`src/rtl/fifo_arb_pkg.sv`:
```
// fifo_arb_pkg: shared state encoding, default FIFO geometry and clog2 helper
//   for the FIFO write-port arbiter.
package fifo_arb_pkg;
   typedef enum logic {IDLE, GRANT} state_t;
   localparam int DEPTH = 64;
   localparam int DW = 8;
   localparam int CNT_W = 8;
   function automatic int clog2(input int v);
      int r;
      r = 0;
      while ((1 << r) < v) r++;
      return r;
   endfunction
endpackage

```
`src/rtl/rr_picker.sv`:
```
// rr_picker: combinational round-robin search.
//   req   : request vector
//   start : index where the search begins (wraps modulo N)
//   found : any request is set
//   idx   : first set request at or after start
module rr_picker
   import fifo_arb_pkg::*;
#(
   parameter int N = 4,
   parameter int GW = clog2(N)
) (
   input  logic [N-1:0]  req,
   input  logic [GW-1:0] start,
   output logic          found,
   output logic [GW-1:0] idx
);
   int j;
   // Walk the ring backwards so the candidate closest to start is written last.
   always_comb begin
      found = |req;
      idx = '0;
      j = 0;
      for (int k = N - 1; k >= 0; k--) begin
         j = int'(start) + k;
         if (j >= N) j -= N;
         if (req[j]) idx = GW'(j);
      end
   end
endmodule

```
`src/rtl/fifo_wr_arbiter.sv`:
```
// fifo_wr_arbiter: round-robin, burst-based sharing of one FIFO write port.
//   clk, reset          : clock, asynchronous active-high reset
//   req_valid/req_data  : per-requester beats (requester i at [i*DW +: DW])
//   req_ready           : per-requester accept
//   fifo_write/fifo_data: FIFO write strobe and buff_in
//   fifo_full/fifo_count: FIFO status used for stalling and space gating
//   grant_id            : current or last granted requester
//   busy                : high while a burst is granted
//   burst_beats         : beats transferred in the current burst
module fifo_wr_arbiter
   import fifo_arb_pkg::*;
#(
   parameter int N = 4,
   parameter int DW = fifo_arb_pkg::DW,
   parameter int DEPTH = fifo_arb_pkg::DEPTH,
   parameter int CNT_W = fifo_arb_pkg::CNT_W,
   parameter int MAX_BURST = 8,
   parameter int MIN_SPACE = 8,
   parameter int GW = clog2(N),
   parameter int BW = clog2(MAX_BURST) + 1
) (
   input  logic              clk,
   input  logic              reset,
   input  logic [N-1:0]      req_valid,
   input  logic [N*DW-1:0]   req_data,
   output logic [N-1:0]      req_ready,
   output logic              fifo_write,
   output logic [DW-1:0]     fifo_data,
   input  logic              fifo_full,
   input  logic [CNT_W-1:0]  fifo_count,
   output logic [GW-1:0]     grant_id,
   output logic              busy,
   output logic [BW-1:0]     burst_beats
);
   localparam int FW = CNT_W + 1;
   state_t state;
   logic [GW-1:0] rr_ptr, win, next_ptr;
   logic found, space_ok, sel_valid, last_beat;
   logic [FW-1:0] free;
   rr_picker #(.N(N), .GW(GW)) u_pick (
      .req(req_valid),
      .start(rr_ptr),
      .found(found),
      .idx(win)
   );
   // An occupancy at or above DEPTH means no room; never let the subtraction wrap.
   assign free = ({1'b0, fifo_count} >= FW'(DEPTH)) ? '0 : FW'(DEPTH) - {1'b0, fifo_count};
   assign space_ok = free >= FW'(MIN_SPACE);
   assign busy = state == GRANT;
   assign sel_valid = req_valid[grant_id];
   assign fifo_write = busy && sel_valid && !fifo_full;
   assign fifo_data = fifo_write ? req_data[int'(grant_id) * DW +: DW] : '0;
   assign req_ready = (busy && !fifo_full) ? {{(N - 1){1'b0}}, 1'b1} << grant_id : '0;
   assign next_ptr = (grant_id == GW'(N - 1)) ? '0 : grant_id + 1'b1;
   assign last_beat = fifo_write && (burst_beats + BW'(1) == BW'(MAX_BURST));
   always_ff @(posedge clk or posedge reset)
      if (reset) begin
         state <= IDLE;
         rr_ptr <= '0;
         grant_id <= '0;
         burst_beats <= '0;
      end else if (state == IDLE) begin
         if (found && space_ok) begin
            state <= GRANT;
            grant_id <= win;
            burst_beats <= '0;
         end
      end else begin
         if (fifo_write) burst_beats <= burst_beats + 1'b1;
         // A full FIFO with valid held stalls the burst; only a full burst or a dropped valid ends it.
         if (last_beat || !sel_valid) begin
            state <= IDLE;
            rr_ptr <= next_ptr;
         end
      end
endmodule

```
`config.mk`:
```
export PLATFORM = sky130hd
export DESIGN_NAME = fifo_wr_arbiter
export DESIGN_NICKNAME = d
export VERILOG_FILES = /design/src/rtl/fifo_arb_pkg.sv /design/src/rtl/rr_picker.sv /design/src/rtl/fifo_wr_arbiter.sv
export SDC_FILE = /design/constraint.sdc
export NUM_CORES = 1
export LEC_CHECK = 0
export CAP_MARGIN = 20
export CELL_PAD_IN_SITES_DETAIL_PLACEMENT = 1
export CELL_PAD_IN_SITES_GLOBAL_PLACEMENT = 2
export CORE_MARGIN = 3
export CORE_UTILIZATION = 18
export CTS_CLUSTER_DIAMETER = 80
export DETAILED_ROUTE_END_ITERATION = 10
export HOLD_SLACK_MARGIN = 0.03
export PLACE_DENSITY_LB_ADDON = 0.15
export RECOVER_POWER = 50
export SLEW_MARGIN = 20
export SYNTH_ARGS = -nofsm -noshare
export SYNTH_HDL_FRONTEND = slang
export SYNTH_HIERARCHICAL = 1
export SYNTH_SLANG_ARGS = --single-unit
```
`constraint.sdc`:
```
create_clock -name clk -period 1.5 [get_ports clk]
set_input_delay 0.3 -clock clk [delete_from_list [all_inputs] [get_ports clk]]
set_output_delay 0.3 -clock clk [all_outputs]
set_load 0.01 [all_outputs]
```
==> reports/qor.yml, run 1 <==
clock_tree:
  insertion_delay_ps: 230
  clock_path_buffers: 2
  cts-root-buf: "clkbuf_8"
  cts.sinks: 9
  cts_tree: "done"
  cts_made_buffers: 3
  cts_max_level: 1
  clk_pin_slew_ps: 50
synthesis:
  syn_area_um2: 1030
  syn_area_per_cell_um2: 10.0
  synth-warning-count: 6
  synth_nets: 157
  synth_cell_types: 41
  syn_inst: 103
  synthFlopType: "dfrtp_1"
  synth_seq_area_share_pct: 21.8
  ys_seq_elements: 9
  synthArstFlopShare_pct: 100
  synth_edf_count: 0
global_route:
  antenna_found_initial: 0
  grt_pass1_vias: 1478
  grt_pass1_wl_mm: 7.26
  grt_usage_pct: 14.3
  grt_max_degree: 10
  gr-total-overflow: 0
routing:
  drtIter0Drc: 47
  via_per_inst: 4.60
  wirelength_mm: 4.78
  routedWlPerCell_um: 16.6
  drtAntennaViolNets: 0
  firstDrtPassIters: 4
  drc: 0
  vias: 1320
worst_setup_path:
  max_stage_delay_ps: 550
  worstSetupPathType: "flip-flop to primary output"
  cp_slowest_cell: "mux4_2"
  end_kind: "primary output"
  worstPathCellList: "buf_6 > mux4_2 > buf_6 > and3_4 > buf_6"
  path_buf_inv: 3
  crit_family: "multiplexers"
  crit_path_max_fanout: 3
  startpoint_type: "flip-flop"
  crit_top_cell: "buf_6"
  crit_required_ps: 1200
  cp.arrival_ps: 1710
place:
  placed_cells: 257
  portBuffers: 66
  hpwl_mm: 3.22
  gp_congestion: 0.753
power_and_ir_drop:
  power_density_nw_per_um2: 1250
  ir_worst_vdd_mv: 0.477
  power_w: 0.00311
  leakage_nw: 1.07
floorplanning:
  num_io_pins: 67
  core-area_um2: 5340
  dieArea_um2: 6670
  initial_core_util_pct: 19.3
  die_w_um: 81.7
  rows: 26
  die_y_um: 81.7
sta:
  skew_ps: 4.16
  post-route-period-util_pct: 134
  period_needed_ps: 2010
  slew_viol_final: 0
  finalSetupViolCount: 21
  max_freq_ghz: 0.497
  setup_ws_ps: -510
  hold_viol: 0
  worst_pin_slew_ps: 399
  setup_tns_ps: -7960
  rsz0062_at_grt: "yes"
  timing.slew.headroom_pct: 73.3
cells_and_area:
  areaGrowthSynthToFinish_pct: 141
  final_cells: 287
  nets: 272
  diodes: 0
  num-fill-cells: 599
  drive_gt1_share_pct: 56.2
status:
  status: "finished, violations left"
  violations: "negative setup slack"
run:
  drv_cap: 0
worst_hold_path:
  hold_class: "input pin to asynchronous set/reset pin"
-- synth_stat cells (2+ instances only) --
cell	n	area [µm²]
and2_1	4	25.0
a21oi_1	3	15.0
nor3b_1	2	15.0
and3_1	8	50.1
nand2b_1	2	12.5
o21ai_0	5	25.0
ha_1	7	87.6
nor2_1	7	26.3
mux4_2	9	203
dfrtp_1	9	225
and2b_1	2	15.0
nand2_1	9	33.8
inv_1	6	22.5
nor3_1	3	15.0
-- registers in the layout, summed over array words and instances, names as in the netlist --
register and count:
rr_ptr 2, burst_beats 4, busy 1, grant_id 2
-- cell families (layout without fill, tap and decap cells) --
family                   after synthesis  in the layout  share of synthesized area (%)
buffers and inverters                 11            123                           5.46
AND/OR/NAND/NOR                       45             45                           26.2
AO/OA/AOI/OAI                         20             21                           15.9
flip-flops                             9              9                           21.8
adder cells (fa/ha/maj)                7              7                           8.49
multiplexers                          11             12                           22.1
-- layer usage --
metal	track usage (%)	up-vias	part of all wire, %
li1	-	617	-
met1	16.1	658	37
met2	27.1	41	55
met3	2.63	4	6.0
met4	3.99	0	1.3
met5	0	-	0
-- stage by stage --
stage | utilization (%) | hold slack (ps) | instance area, µm² | setup WS [ps]
finish | 46.5 | 491 | 2480 | -510
detailed placement | 37.2 | 583 | 1980 | -901
global placement | 37.2 | 553 | 1980 | -867
CTS | 44.4 | 360 | 2370 | -519
global route | 46.5 | 532 | 2480 | -560
floorplan | - | 128 | 1090 | -124
-- repair_timing --
action	4_1_cts	5_1_grt
endpoints found under the setup margin	29	23
setup buffers	23	5
gates resized for setup	130	29
pin swaps	18	15
gates cloned	3	0
hold buffers	0	0
-- area by class of cell --
class / instances / area [µm²] / share of cell area [%]
Sequential cell: 9 / 231 / 9.32
Clock buffer: 4 / 45.0 / 1.81
Inverter: 7 / 36.3 / 1.46
Tap cell: 70 / 87.6 / 3.53
Timing Repair Buffer: 112 / 1110 / 44.6
Multi-Input combinational cell: 85 / 975 / 39.3
-- cell usage in the layout (no fill, tap or decap), types with 2 or more instances in the layout --
master / count
dfrtp_1: 4
o21ai_2: 4
and2_4: 4
and2b_1: 2
clkbuf_8: 3
o21ai_1: 2
buf_6: 36
ha_4: 5
o311a_4: 3
and3_4: 8
inv_6: 2
nor2_1: 6
nor3_2: 2
nand2b_1: 2
clkdlybuf4s50_1: 34
nor3b_1: 2
inv_1: 5
buf_4: 22
nand2_2: 4
dlygate4sd2_1: 14
a21oi_1: 3
dfrtp_2: 5
nand2_1: 5
mux4_2: 10
-- where the power goes --
group	switching, W	internal (W)
clock network	0.0000946	0.000185
registers	0.000123	0.000330
logic	0.000928	0.00145
-- path summary, 6_finish.rpt --
path / start / to / slack [ps] / cells after the start
hold / removal: reset / busy / 490 / 2
max in group asynchronous: reset / grant_id[1] / 700 / 2
hold reg to reg: rr_ptr[0] / rr_ptr[0] / 620 / 2
setup reg to reg: grant_id[0] / rr_ptr[1] / -430 / 7
setup / recovery: grant_id[0] / fifo_data[5] / -510 / 5
min in group clk: rr_ptr[0] / rr_ptr[0] / 620 / 2
No activity file was read; power rests on OpenSTA's default activity.
==> inputs of run 2 (changes only) <==
CORE_UTILIZATION = 20   (was 18)
PLACE_DENSITY_LB_ADDON = 0.1   (was 0.15)
clock period = 1.9 ns   (was 1.5 ns; I/O delays follow)
==> run 2 against run 1 <==
The run still ends with negative setup slack left. Flip-flop and latch count did not move. Global-route usage rose by 0.16 points. First-iteration DRC count rose by 32%. Total power down 35%. Critical path depth is 1 lower. Utilization decreased by 3.1 points. Critical path type unchanged. Highest routed layer unchanged.
==> reports/qor.yml, run 2 (synthesized netlist as in run 1, its figures left out) <==
status:
  status: "finished, violations left"
  violations: "negative setup slack"
run:
  drv_cap: 0  # unchanged
clock_tree:
  clock_path_buffers: 2  # unchanged
  clk_pin_slew_ps: 50  # about the same
  cts_made_buffers: 3  # unchanged
  insertion_delay_ps: 230  # about the same
  postCtsHoldBufs: 0  # unchanged
  cts.sinks: 9  # unchanged
  cts_max_level: 1  # unchanged
  cts_tree: "done"
  cts-root-buf: "clkbuf_8"
cells_and_area:
  diodes: 0  # unchanged
  areaGrowthSynthToFinish_pct: 104
  num-fill-cells: 551  # -8.0%
  nets: 246  # -9.6%
  final_core_util_pct: 43.4  # -3.1 points
  top_regs: "burst_beats (4), grant_id (2), rr_ptr (2)"
  mostFrequentLayoutCell: "clkdlybuf4s50_1"
  top_register: "burst_beats"
  largest_reg_flops: 4  # unchanged
  drive_gt1_share_pct: 37.7  # -19 points
  final_cell_mix: "clkdlybuf4s50_1 (42), buf_6 (12), mux4_2 (10), buf_4 (10)"
sta:
  hold_viol: 0  # unchanged
  worst_pin_slew_ps: 409  # +9.21 ps
  period_needed_ps: 2060
  post-route-period-util_pct: 109
  finalSetupViolCount: 13  # -38%
  timing.slew.headroom_pct: 72.5  # -0.77 points
  max_freq_ghz: 0.485
  skew_ps: 2.25  # -1.91 ps
  rsz0062_at_grt: "yes"
  slew_viol_final: 0  # unchanged
  setup_ws_ps: -163  # +347 ps
worst_setup_path:
  reg2reg_to: "rr_ptr[1]"
  cp.arrival_ps: 1680  # -30 ps
  cp_slowest_cell: "mux4_2"
  timing.rr.start: "grant_id[0]"
  crit_required_ps: 1520  # +320 ps
  crit_path_max_fanout: 4  # +1
  worstSetupPathType: "flip-flop to primary output"
  r2r_setup_slack_ps: 20  # +450 ps
  worstPathCellList: "mux4_2 > buf_6 > and3_4 > buf_6"
  startpoint_type: "flip-flop"
  end_kind: "primary output"
  max_stage_delay_ps: 610  # +60 ps
  crit_top_cell: "buf_6"
  r2r_cells: 6  # -1
global_route:
  grt_pass1_wl_mm: 6.98  # -3.8%
  gr-total-overflow: 0  # unchanged
  grt_pass1_vias: 1476  # -0.14%
  grt_max_degree: 14  # +4
  antenna_found_initial: 0  # unchanged
  grt_usage_pct: 14.4  # +0.16 points
floorplanning:
  die_w_um: 77.8  # -4.8%
  core-area_um2: 4850  # -9.1%
  dieArea_um2: 6050  # -9.3%
  initial_core_util_pct: 21.3  # +1.9 points
  num_io_pins: 67  # unchanged
  die_y_um: 77.8  # -4.8%
  rows: 25  # -3.8%
routing:
  drc: 0  # unchanged
  wirelength_mm: 4.22  # -12%
  via_per_inst: 4.72  # +2.6%
  vias: 1218  # -7.7%
  firstDrtPassIters: 4  # unchanged
  drtAntennaViolNets: 0  # unchanged
  routedWlPerCell_um: 16.3  # -1.8%
  drtIter0Drc: 62  # +32%
place:
  place_ws_ps: -658  # +243 ps
  gp_congestion: 0.719  # -4.5%
  portBuffers: 66  # unchanged
  hpwl_mm: 3.03  # -5.8%
power_and_ir_drop:
  power_density_nw_per_um2: 957  # -24%
  power_w: 0.00201  # -35%
  ir_worst_vdd_mv: 0.282  # -41%
  leakage_nw: 0.912  # -14%
worst_hold_path:
  hold_class: "input pin to asynchronous set/reset pin"
[run 2: changes by cell type in the layout (fill, tap and decap cells not counted), sizes merged]
cell / delta
clkdlybuf4s15: -1
dlygate4sd3: +2
clkdlybuf4s50: +8
clkbuf: -1
dlymetal6s2s: +2
dlygate4sd2: -9
buf: -27
[run 2: layout make-up]
cell class	count	area, µm²	area share, %
multi-input combinational	85	868	41.3
timing repair buffer	86	850	40.4
sequential	9	228	10.8
tap	67	83.8	3.99
clock buffer	4	45.0	2.14
inverter	7	28.8	1.37
[run 2: how the worst max path moves through the flow]
stage | from | end | slack (ps) | cells after the start
2_1_floorplan | grant_id[0] | fifo_data[0] | 40 | 3
3_3_place_gp | req_valid[0] | fifo_data[0] | -640 | 4
3_5_place_dp | req_valid[0] | fifo_data[3] | -660 | 4
4_1_cts | grant_id[0] | fifo_data[6] | -220 | 4
5_1_grt | grant_id[0] | fifo_data[3] | -220 | 5
6_report | grant_id[0] | fifo_data[6] | -160 | 4
[run 2: critical path, delay by kind of cell, from the launching register on]
kind          cells  cell delay, ps
simple gates      1             140
buf+inv           2             270
mux               1             610
flops             1             440
[run 2: per-stage QoR]
stage / TNS (ps) / hold WS, ps / cell area, µm² / instances
floorplan: 0 / 208 / 1030 / 103
global placement: -9870 / 550 / 1870 / 245
detailed placement: -10280 / 562 / 1870 / 245
CTS: -1710 / 441 / 2030 / 257
global route: -2250 / 603 / 2100 / 258
finish: -1350 / 575 / 2100 / 258
[run 2: timing repair]
action,in CTS,in global routing
setup buffers,6,1
setup endpoints to repair,22,19
gates resized for setup,80,14
gates cloned,3,0
hold endpoints to repair,0,0
pin swaps,4,2
[run 2: power by group]
part / switching, W / internal, W / total (W)
logic: 0.000593 / 0.000854 / 0.00145
registers: 0.0000838 / 0.000257 / 0.000341
clock network: 0.0000797 / 0.000147 / 0.000226
total: 0.000756 / 0.00126 / 0.00201
[run 2: per-layer routing]
layer	GRT usage (%)	routed length, µm	part of all wire (%)	vias to the layer above
met4	4.27	50	1.2	0
met3	3.60	337	8.0	5
met2	25.1	2010	48	60
met5	0	0	0	-
li1	-	-	-	571
met1	17.4	1820	43	582
